## config.mk

```make
export PLATFORM = sky130hd
export DESIGN_NAME = fetch_pc_unit_flat
export DESIGN_NICKNAME = d
export VERILOG_FILES = /design/src/rtl/fetch_pc_unit_if.sv /design/src/rtl/fetch_pc_unit.sv /design/src/flat_wrapper.sv
export SDC_FILE = /design/constraint.sdc
export NUM_CORES = 1
export LEC_CHECK = 0
export BUFFER_PORTS_ARGS = -buffer_cell sky130_fd_sc_hd__buf_2
export CORE_MARGIN = 2
export CORE_UTILIZATION = 55
export DETAILED_ROUTE_END_ITERATION = 16
export PLACE_DENSITY = 0.89
export SKIP_LAST_GASP = 1
export SYNTH_ARGS = -nofsm -noshare
export SYNTH_HDL_FRONTEND = slang
export SYNTH_SLANG_ARGS = --single-unit
```

## constraint.sdc

```tcl
create_clock -name clk -period 9.2 [get_ports clk]
set_input_delay 0.92 -clock clk [delete_from_list [all_inputs] [get_ports clk]]
set_output_delay 0.92 -clock clk [all_outputs]
set_load 0.01 [all_outputs]
```

## src/rtl/fetch_pc_unit_if.sv

```systemverilog
// Instruction-memory fetch bus shared by the IF stage and the instruction memory.
//
// Handshake: the master raises imem_req with imem_addr and holds both stable
// until a cycle in which imem_ack=1. imem_rdata is valid only in that cycle.
// imem_ack may be high in the same cycle imem_req rises (zero-wait memory).
// imem_ack is ignored whenever imem_req=0.
//
// Signals:
//   imem_req    master -> slave   fetch request
//   imem_addr   master -> slave   word-aligned fetch address
//   imem_ack    slave  -> master  imem_rdata valid this cycle
//   imem_rdata  slave  -> master  instruction word
interface fetch_pc_unit_if;
  logic        imem_req;
  logic [31:0] imem_addr;
  logic        imem_ack;
  logic [31:0] imem_rdata;

  modport master (output imem_req, output imem_addr, input imem_ack, input imem_rdata);
  modport slave  (input imem_req, input imem_addr, output imem_ack, output imem_rdata);
endinterface

```

## src/rtl/fetch_pc_unit.sv

```systemverilog
// IF stage: owns the PC, fetches instruction words over the imem req/ack bus
// and loads the IF/ID pipeline register. Takes jump redirects from ID and
// taken-branch redirects from EX, honours hazard stalls and bubbles every
// wrong-path fetch so IF/ID never carries one.
//
// Optional feature macro: DELAY_SLOT_EN
//   defined   - a jump lets the word already in flight (or held) complete
//               into IF/ID as a delay slot; branches still flush.
//   undefined - a jump flushes exactly like a taken branch.
//
// Ports:
//   clk, rst          clock, asynchronous active-high reset
//   stall_i           hazard stall: freeze IF/ID and the PC
//   jump_i, j_addr_i  jump redirect from ID and its target
//   branch_taken_i,
//   branch_addr_i     taken branch from EX and its target (beats jump)
//   imem              fetch bus (master side)
//   if_id_pc_o        PC of the instruction in IF/ID
//   if_id_pc4_o       if_id_pc_o + 4
//   if_id_instr_o     instruction word in IF/ID
//   if_id_valid_o     IF/ID holds a live instruction
//   state_o           FSM state (0 = FETCH, 1 = HOLD)
module fetch_pc_unit #(
  parameter logic [31:0] RESET_PC = 32'h0000_0000
) (
  input  logic                   clk,
  input  logic                   rst,
  input  logic                   stall_i,
  input  logic                   jump_i,
  input  logic [31:0]            j_addr_i,
  input  logic                   branch_taken_i,
  input  logic [31:0]            branch_addr_i,
  fetch_pc_unit_if.master        imem,
  output logic [31:0]            if_id_pc_o,
  output logic [31:0]            if_id_pc4_o,
  output logic [31:0]            if_id_instr_o,
  output logic                   if_id_valid_o,
  output logic                   state_o
);

  typedef enum logic {FETCH = 1'b0, HOLD = 1'b1} state_e;

  localparam logic [31:0] RESET_PC_A = RESET_PC & 32'hFFFF_FFFC;

  state_e      state_q;
  logic        req_q;
  logic [31:0] pc_q;
  logic        pend_q;         // redirect latched while a fetch is outstanding
  logic        pend_squash_q;  // that redirect kills the outstanding word
  logic [31:0] pend_addr_q;
  logic [31:0] hold_instr_q;   // word accepted under stall; its PC is pc_q
  logic [31:0] if_id_pc_q;
  logic [31:0] if_id_pc4_q;
  logic [31:0] if_id_instr_q;
  logic        if_id_valid_q;

  logic        jmp_eff;
  logic        redir;
  logic [31:0] redir_tgt;
  logic        redir_squash;
  logic        word_ok;
  logic [31:0] pc_plus4;
  logic        discard;
  logic        take_tgt;
  logic [31:0] next_tgt;

  always_comb begin
    jmp_eff   = jump_i & ~stall_i;
    redir     = branch_taken_i | jmp_eff;
    redir_tgt = branch_taken_i ? (branch_addr_i & 32'hFFFF_FFFC)
                               : (j_addr_i & 32'hFFFF_FFFC);
`ifdef DELAY_SLOT_EN
    redir_squash = branch_taken_i;
`else
    redir_squash = redir;
`endif
    word_ok  = req_q & imem.imem_ack;
    pc_plus4 = pc_q + 32'd4;
    // A returning word is wrong-path if this cycle's redirect squashes it or
    // an earlier squashing redirect is still pending against it.
    discard  = redir_squash | (pend_q & pend_squash_q);
    take_tgt = redir | pend_q;
    next_tgt = redir ? redir_tgt : pend_addr_q;
  end

  always_ff @(posedge clk or posedge rst) begin
    if (rst) begin
      state_q       <= FETCH;
      req_q         <= 1'b0;
      pc_q          <= RESET_PC_A;
      pend_q        <= 1'b0;
      pend_squash_q <= 1'b0;
      pend_addr_q   <= 32'h0;
      hold_instr_q  <= 32'h0;
      if_id_pc_q    <= 32'h0;
      if_id_pc4_q   <= 32'h0;
      if_id_instr_q <= 32'h0;
      if_id_valid_q <= 1'b0;
    end else begin
      case (state_q)
        FETCH: begin
          if (word_ok) begin
            if (discard) begin
              if_id_valid_q <= 1'b0;
              pc_q          <= next_tgt;
              pend_q        <= 1'b0;
              pend_squash_q <= 1'b0;
            end else if (stall_i) begin
              // Keep any non-squashing pending target; it applies on exit.
              hold_instr_q <= imem.imem_rdata;
              state_q      <= HOLD;
              req_q        <= 1'b0;
            end else begin
              if_id_pc_q    <= pc_q;
              if_id_pc4_q   <= pc_plus4;
              if_id_instr_q <= imem.imem_rdata;
              if_id_valid_q <= 1'b1;
              pc_q          <= take_tgt ? next_tgt : pc_plus4;
              pend_q        <= 1'b0;
              pend_squash_q <= 1'b0;
            end
          end else begin
            req_q <= 1'b1;
            if (redir) begin
              if (req_q) begin
                // Address must stay stable until the outstanding ack.
                pend_q        <= 1'b1;
                pend_addr_q   <= redir_tgt;
                pend_squash_q <= (pend_q & pend_squash_q) | redir_squash;
              end else begin
                pc_q <= redir_tgt;
              end
            end
            if (!stall_i || branch_taken_i) if_id_valid_q <= 1'b0;
          end
        end
        HOLD: begin
          if (branch_taken_i) begin
            if_id_valid_q <= 1'b0;
            pc_q          <= redir_tgt;
            pend_q        <= 1'b0;
            pend_squash_q <= 1'b0;
            state_q       <= FETCH;
            req_q         <= 1'b1;
          end else if (!stall_i) begin
            pend_q        <= 1'b0;
            pend_squash_q <= 1'b0;
            state_q       <= FETCH;
            req_q         <= 1'b1;
            if (jump_i && redir_squash) begin
              if_id_valid_q <= 1'b0;
              pc_q          <= redir_tgt;
            end else begin
              if_id_pc_q    <= pc_q;
              if_id_pc4_q   <= pc_plus4;
              if_id_instr_q <= hold_instr_q;
              if_id_valid_q <= 1'b1;
              pc_q          <= jump_i ? redir_tgt : (pend_q ? pend_addr_q : pc_plus4);
            end
          end
        end
        default: begin
          state_q <= FETCH;
          req_q   <= 1'b1;
        end
      endcase
    end
  end

  assign imem.imem_req  = req_q;
  assign imem.imem_addr = pc_q;
  assign if_id_pc_o     = if_id_pc_q;
  assign if_id_pc4_o    = if_id_pc4_q;
  assign if_id_instr_o  = if_id_instr_q;
  assign if_id_valid_o  = if_id_valid_q;
  assign state_o        = state_q;

endmodule
```

## src/flat_wrapper.sv

```systemverilog
// flat-port wrapper written by rule: the top's interface ports become plain ports
module fetch_pc_unit_flat 
#(
  parameter logic [31:0] RESET_PC = 32'h0000_0000
)
  (clk, rst, stall_i, jump_i, j_addr_i, branch_taken_i, branch_addr_i, if_id_pc_o, if_id_pc4_o, if_id_instr_o, if_id_valid_o, state_o, imem_imem_req, imem_imem_addr, imem_imem_ack, imem_imem_rdata);
  fetch_pc_unit_if imem_i ();
  input  logic clk;
  input  logic rst;
  input  logic stall_i;
  input  logic jump_i;
  input  logic [31:0] j_addr_i;
  input  logic branch_taken_i;
  input  logic [31:0] branch_addr_i;
  output logic [31:0] if_id_pc_o;
  output logic [31:0] if_id_pc4_o;
  output logic [31:0] if_id_instr_o;
  output logic if_id_valid_o;
  output logic state_o;
  output wire logic [$bits(imem_i.imem_req)-1:0] imem_imem_req;
  output wire logic [$bits(imem_i.imem_addr)-1:0] imem_imem_addr;
  input wire logic [$bits(imem_i.imem_ack)-1:0] imem_imem_ack;
  input wire logic [$bits(imem_i.imem_rdata)-1:0] imem_imem_rdata;
  assign imem_imem_req = imem_i.imem_req;
  assign imem_imem_addr = imem_i.imem_addr;
  assign imem_i.imem_ack = imem_imem_ack;
  assign imem_i.imem_rdata = imem_imem_rdata;
  fetch_pc_unit #(.RESET_PC(RESET_PC)) u_core (.clk(clk), .rst(rst), .stall_i(stall_i), .jump_i(jump_i), .j_addr_i(j_addr_i), .branch_taken_i(branch_taken_i), .branch_addr_i(branch_addr_i), .imem(imem_i), .if_id_pc_o(if_id_pc_o), .if_id_pc4_o(if_id_pc4_o), .if_id_instr_o(if_id_instr_o), .if_id_valid_o(if_id_valid_o), .state_o(state_o));
endmodule
```

* Word level (Yosys, flattened, before mapping)
Cells that the tools add are included.
** Word-level totals
- Bits in registers :: 197
- Input port bits :: 102
** Operators by class
- Add/sub/neg operators :: 1
- Equality and inequality tests :: 14
- Muxes and demuxes :: 67
- Bitwise logic cells :: 10
- Reductions and logical operators :: 10
** Operators by type and width (number)
- two-way mux 32 bit :: 31
- one-hot mux 32 bit (2 select lines) :: 4
- adder 32 x 3 -> 32 bit (second input constant) :: 1
- two-way mux 1 bit :: 27
- inequality test 3 bit (second input constant) :: 4
- AND reduction 4 bit :: 3
- inequality test 2 bit (second input constant) :: 5
- one-hot mux 1 bit (2 select lines) :: 5
- inequality test 3 x 1 -> 1 bit (second input constant) :: 3
- AND reduction 3 bit :: 2
- AND reduction 6 bit :: 1
- inequality test 4 bit (second input constant) :: 1
- inverter 1 bit :: 4
- bitwise AND 1 bit :: 3
- bitwise OR 1 bit :: 3
- inequality test 2 x 1 -> 1 bit (second input constant) :: 1
- AND reduction 2 bit :: 1
- logical AND 1 bit :: 1
- zero test 1 bit :: 1
- logical OR 1 bit :: 1

* Longest topological paths before layout
- Depth in word-level cells :: 9
- Gate-level depth with buffers :: 10
- Depth with buffers taken out :: 7

* Worst setup path before layout
Ideal clock, no wire load.
- Path kind :: input to register
- Start :: input jump_i
- End :: register u_core.if_id_pc_q[10], in the netlist u_core.if_id_pc_o[10]
- Library setup time :: 0.117 ns
- Arrival :: 2.386 ns
- Required time :: 9.083 ns
- Setup slack :: 6.697 ns
- Cell stages on the path :: 10
- Buffers on the path :: 5
- Cell sequence :: nor2b_1 buf_2 or2_1 buf_2 or3_4 buf_6 buf_6 buf_6 nand2_1 nand2_1
** Between the ends
- Cells in the longest elaborated chain, start to end :: 5
- Elaborated cells on any way between the ends :: 7
** Ends and longest elaborated chain
- from (decl) :: RTL line flat_wrapper.sv:11 : input logic jump_i;
- bitwise AND 1 bit :: RTL line fetch_pc_unit.sv:68 : jmp_eff = jump_i & ~stall_i;
- bitwise OR 1 bit :: RTL line fetch_pc_unit.sv:69 : redir = branch_taken_i | jmp_eff;
- bitwise OR 1 bit or logical AND 1 bit (tied branches) :: RTL line fetch_pc_unit.sv:81, fetch_pc_unit.sv:150
- inequality test 2 bit (no line)
- AND reduction 6 bit (no line) (*)
- to (signal assigned) :: RTL line fetch_pc_unit.sv:114 : if_id_pc_q <= pc_q;
- to (signal assigned) :: RTL line fetch_pc_unit.sv:154 : if_id_pc_q <= pc_q;
- to (decl) :: RTL line fetch_pc_unit.sv:52 : logic [31:0] if_id_pc_q;
Mark *: on every way between the ends. The rest lies on a longest branch, timed or not.
A chain may end at the register's enable or synchronous reset.

* Worst setup path in the final report
- Start :: input jump_i
- End :: register u_core.if_id_instr_q[15], in the netlist u_core.if_id_instr_o[15]
** Between the ends
- Cells in the longest elaborated chain, start to end :: 5
- Elaborated cells on any way between the ends :: 7
** Ends and longest elaborated chain
- bitwise AND 1 bit :: RTL line fetch_pc_unit.sv:68
- bitwise OR 1 bit :: RTL line fetch_pc_unit.sv:69
- bitwise OR 1 bit or logical AND 1 bit (tied branches) :: RTL line fetch_pc_unit.sv:81, fetch_pc_unit.sv:150
- inequality test 2 bit (no line)
- AND reduction 6 bit (no line) (*)
- to (signal assigned) :: RTL line fetch_pc_unit.sv:116 : if_id_instr_q <= imem.imem_rdata;
- to (signal assigned) :: RTL line fetch_pc_unit.sv:156 : if_id_instr_q <= hold_instr_q;
- to (decl) :: RTL line fetch_pc_unit.sv:54 : logic [31:0] if_id_instr_q;
Marked as above.

==> flow_summary.yaml <==
clocking:
  clkTransAtPathRegs_ps: 70
  tritoncts: "done"
  root_buffer: "clkbuf_16"
  clock_latency_ps: 440
  h-tree-depth: 4
  cts_hold_buf: 0
  cts.repair.resized: 0
  clock_sinks: 189
  cts-buffers-inserted: 17
  cts_setup_buffers: 0
  cts_max_path_buffers: 2
logic_synthesis:
  ys.flop_type: "dfrtp_1"
  avgSynthCellArea_sq_um: 9.34
  netlist_instances: 1055
  async_flop_share: 1.00
  synth_edf_count: 0
  ys_ff_latch: 189
  seq_area_frac_synth: 0.480
  yosysWarnings: 0
  synth_area_sq_um: 9860
  synth.distinct_cells: 76
setup_path:
  cp.arrival_ps: 4030
  endpoint_kind: "flop"
  start_kind: "input port"
  worst-path-stages: 6
  rr_worst_depth: 7
  cpPeakStageDelay_ps: 880
  crit_buf_inv: 2
  critPathTopFamily: "simple AND/OR/NAND/NOR gates"
  cp_slowest_cell: "buf_4"
  critPathKind: "input port to flop"
  path_max_fanout: 127
  path_cells: "buf_2, nor2b_1, or2_1, or3_4, buf_4, o21ai_0"
  required_ps: 9460
sta:
  timing.slew.headroom: 0.246
  fin_hold_ws_ps: 471
  setup_violations: 0
  worst_slew_pin_slew_ps: 1130
  maxSlewViolCount: 0
  fin_setup_tns_ps: 0
  fin_crit_sh: 0.410
  period_needed_ps: 3770
  rsz0062_at_grt: "no"
  skew_ps: 12.9
  max_freq_ghz: 0.265
  hold_violations: 0
layout:
  utilization: 0.668
  num_antenna_cells: 0
  register_area_sq_um: 4730
  multi_input_area_sq_um: 4730
  drive_gt1_frac: 0.268
  final_cell_mix: "nand2_1 (253), buf_2 (222), dfrtp_1 (188), o21ai_0 (115), mux2i_1 (62)"
  layout_commonest_cell: "nand2_1"
  area_growth_pct: 18.0
  fill_cells: 1340
  nets: 1338
flow_run:
  cap_violations: 0
floorplan:
  die_w_um: 138
  die-area_sq_um: 19000
  row_count: 48
  pin_count: 233
  initial_core_util: 0.566
  dieHeight_um: 138
  core-area_sq_um: 17400
global_routing:
  grt-ovfl-total: 0
  antenna_found_initial: 0
  grt_max_degree: 128
  grt_usage: 0.304
  grt_pass1_vias: 8488
  grt_pass1_wl_um: 44400
detailed_routing:
  ant_nets: 0
  drcViolationCount: 0
  first_iter_violations: 1144
  routedWlPerCell_um: 19.4
  routed-via-count: 8992
  viasPerCell: 6.10
  first_pass_iters: 6
  wl_um: 28600
placement:
  gp_congestion: 0.947
  place.port_buffers: 222
  dp_hpwl_um: 19200
power_and_ir_drop:
  p_sw_uw: 1120
  powerDensity_nw_per_um2: 264
  peakVddDrop_uv: 145
  p_seq_frac: 0.430
  combPwrFrac: 0.302
  p_int_uw: 1950
  p_leak_uw: 0.00554
  clock_power_share: 0.268
  p_sw_frac: 0.364
run_status:
  outcome: "finished clean"
hold_path:
  hold_class: "flop to flop"
  hold_path_depth: 2
==> cell usage after synthesis (all sizes together) (3+ instances only) <==
cell type | count | area share
and4 | 3 | 0.0030
nor4 | 7 | 0.0075
or3 | 4 | 0.0030
xnor2 | 17 | 0.015
a21boi | 3 | 0.0023
mux2i | 62 | 0.063
a211oi | 7 | 0.0053
o21a | 3 | 0.0023
o22a | 3 | 0.0027
nor2b | 6 | 0.0038
o21ai | 123 | 0.064
o211ai | 9 | 0.0069
o22ai | 4 | 0.0025
dfrtp | 189 | 0.48
a31oi | 6 | 0.0038
xor2 | 11 | 0.0098
and2 | 7 | 0.0044
o31a | 5 | 0.0044
nand2b | 14 | 0.0089
o2111ai | 7 | 0.0062
o221ai | 3 | 0.0027
nand2 | 253 | 0.096
a22oi | 6 | 0.0046
nand3 | 19 | 0.010
o31ai | 5 | 0.0043
nand4 | 13 | 0.012
and3 | 4 | 0.0027
clkbuf | 22 | 0.0085
nor3 | 13 | 0.0076
a21oi | 39 | 0.020
mux2 | 46 | 0.053
buf | 54 | 0.031
inv | 10 | 0.0038
nor2 | 45 | 0.018
==> power groups by stage <==
stage          Combinational (uW)  Clock, uW  Sequential [uW]
2_1_floorplan                 485          0             1360
3_3_place_gp                  885          0             1310
3_5_place_dp                  915          0             1320
4_1_cts                       923        829             1310
5_1_grt                      1020        861             1350
6_report                      926        823             1320
==> worst paths after layout <==
path | start | to | slack [ps]
min in group asynchronous | rst | u_core.if_id_pc_o[28] | 600
worst max register to register | u_core.state_o | u_core.imem.imem_addr[18] | 5850
max in group asynchronous | rst | u_core.if_id_instr_o[27] | 7110
worst min-delay path | u_core.if_id_pc4_o[12] | u_core.if_id_pc4_o[12] | 470
worst min register to register | u_core.if_id_pc4_o[12] | u_core.if_id_pc4_o[12] | 470
worst max-delay path | jump_i | u_core.if_id_instr_o[15] | 5430
==> sequential cells by signal (all words and copies together), names as in the netlist <==
name,cells
u_core.hold_instr_q,32
u_core.if_id_instr_o,32
u_core.state_o,1
u_core.pend_squash_q,1
u_core.imem.imem_addr,30
u_core.pend_q,1
u_core.if_id_pc_o,30
u_core.if_id_valid_o,1
u_core.imem.imem_req,1
u_core.if_id_pc4_o,30
u_core.pend_addr_q,30
==> per-layer routing <==
layer | up-vias | part of all wire | GRT usage
li1 | 4037 | - | -
met1 | 4260 | 0.37 | 0.393
met2 | 591 | 0.48 | 0.487
met3 | 104 | 0.10 | 0.0640
met4 | 0 | 0.041 | 0.152
met5 | - | 0 | 0
==> worst register-to-register path, stage by stage (launching register included) <==
cell	delay (ps)
dfrtp_2	380
buf_4	680
clkinv_1	500
nand2_1	480
nor2_2	200
a21oi_1	540
nor2_1	110
o32a_1	350
==> cell type report <==
class / instances / area share
clock buffers: 20 / 0.0393
repair buffers: 232 / 0.102
flip-flops and latches: 189 / 0.407
inverters: 12 / 0.00452
clock inverters: 12 / 0.0168
well taps: 225 / 0.0242
multi-input cells: 783 / 0.406
==> through the flow <==
stage          worst slack, ps  instances  power (uW)  cell area, sq um
2_1_floorplan             3140       1060        1840              9880
5_1_grt                   5200       1473        3240             11600
4_1_cts                   5500       1473        3070             11600
3_3_place_gp              5130       1441        2190             11000
3_5_place_dp              5060       1441        2240             11000
6_report                  5430       1473        3070             11600
==> cell families after synthesis <==
family | share of synthesized area
buffers and inverters | 0.0444
AND/OR/NAND/NOR | 0.181
AO/OA/AOI/OAI | 0.152
multiplexers | 0.115
adder cells (fa/ha/maj) | 0.00127
XOR/XNOR | 0.0249
flip-flops | 0.480
other | 0.000380
Power figures use the tool's default switching activity.
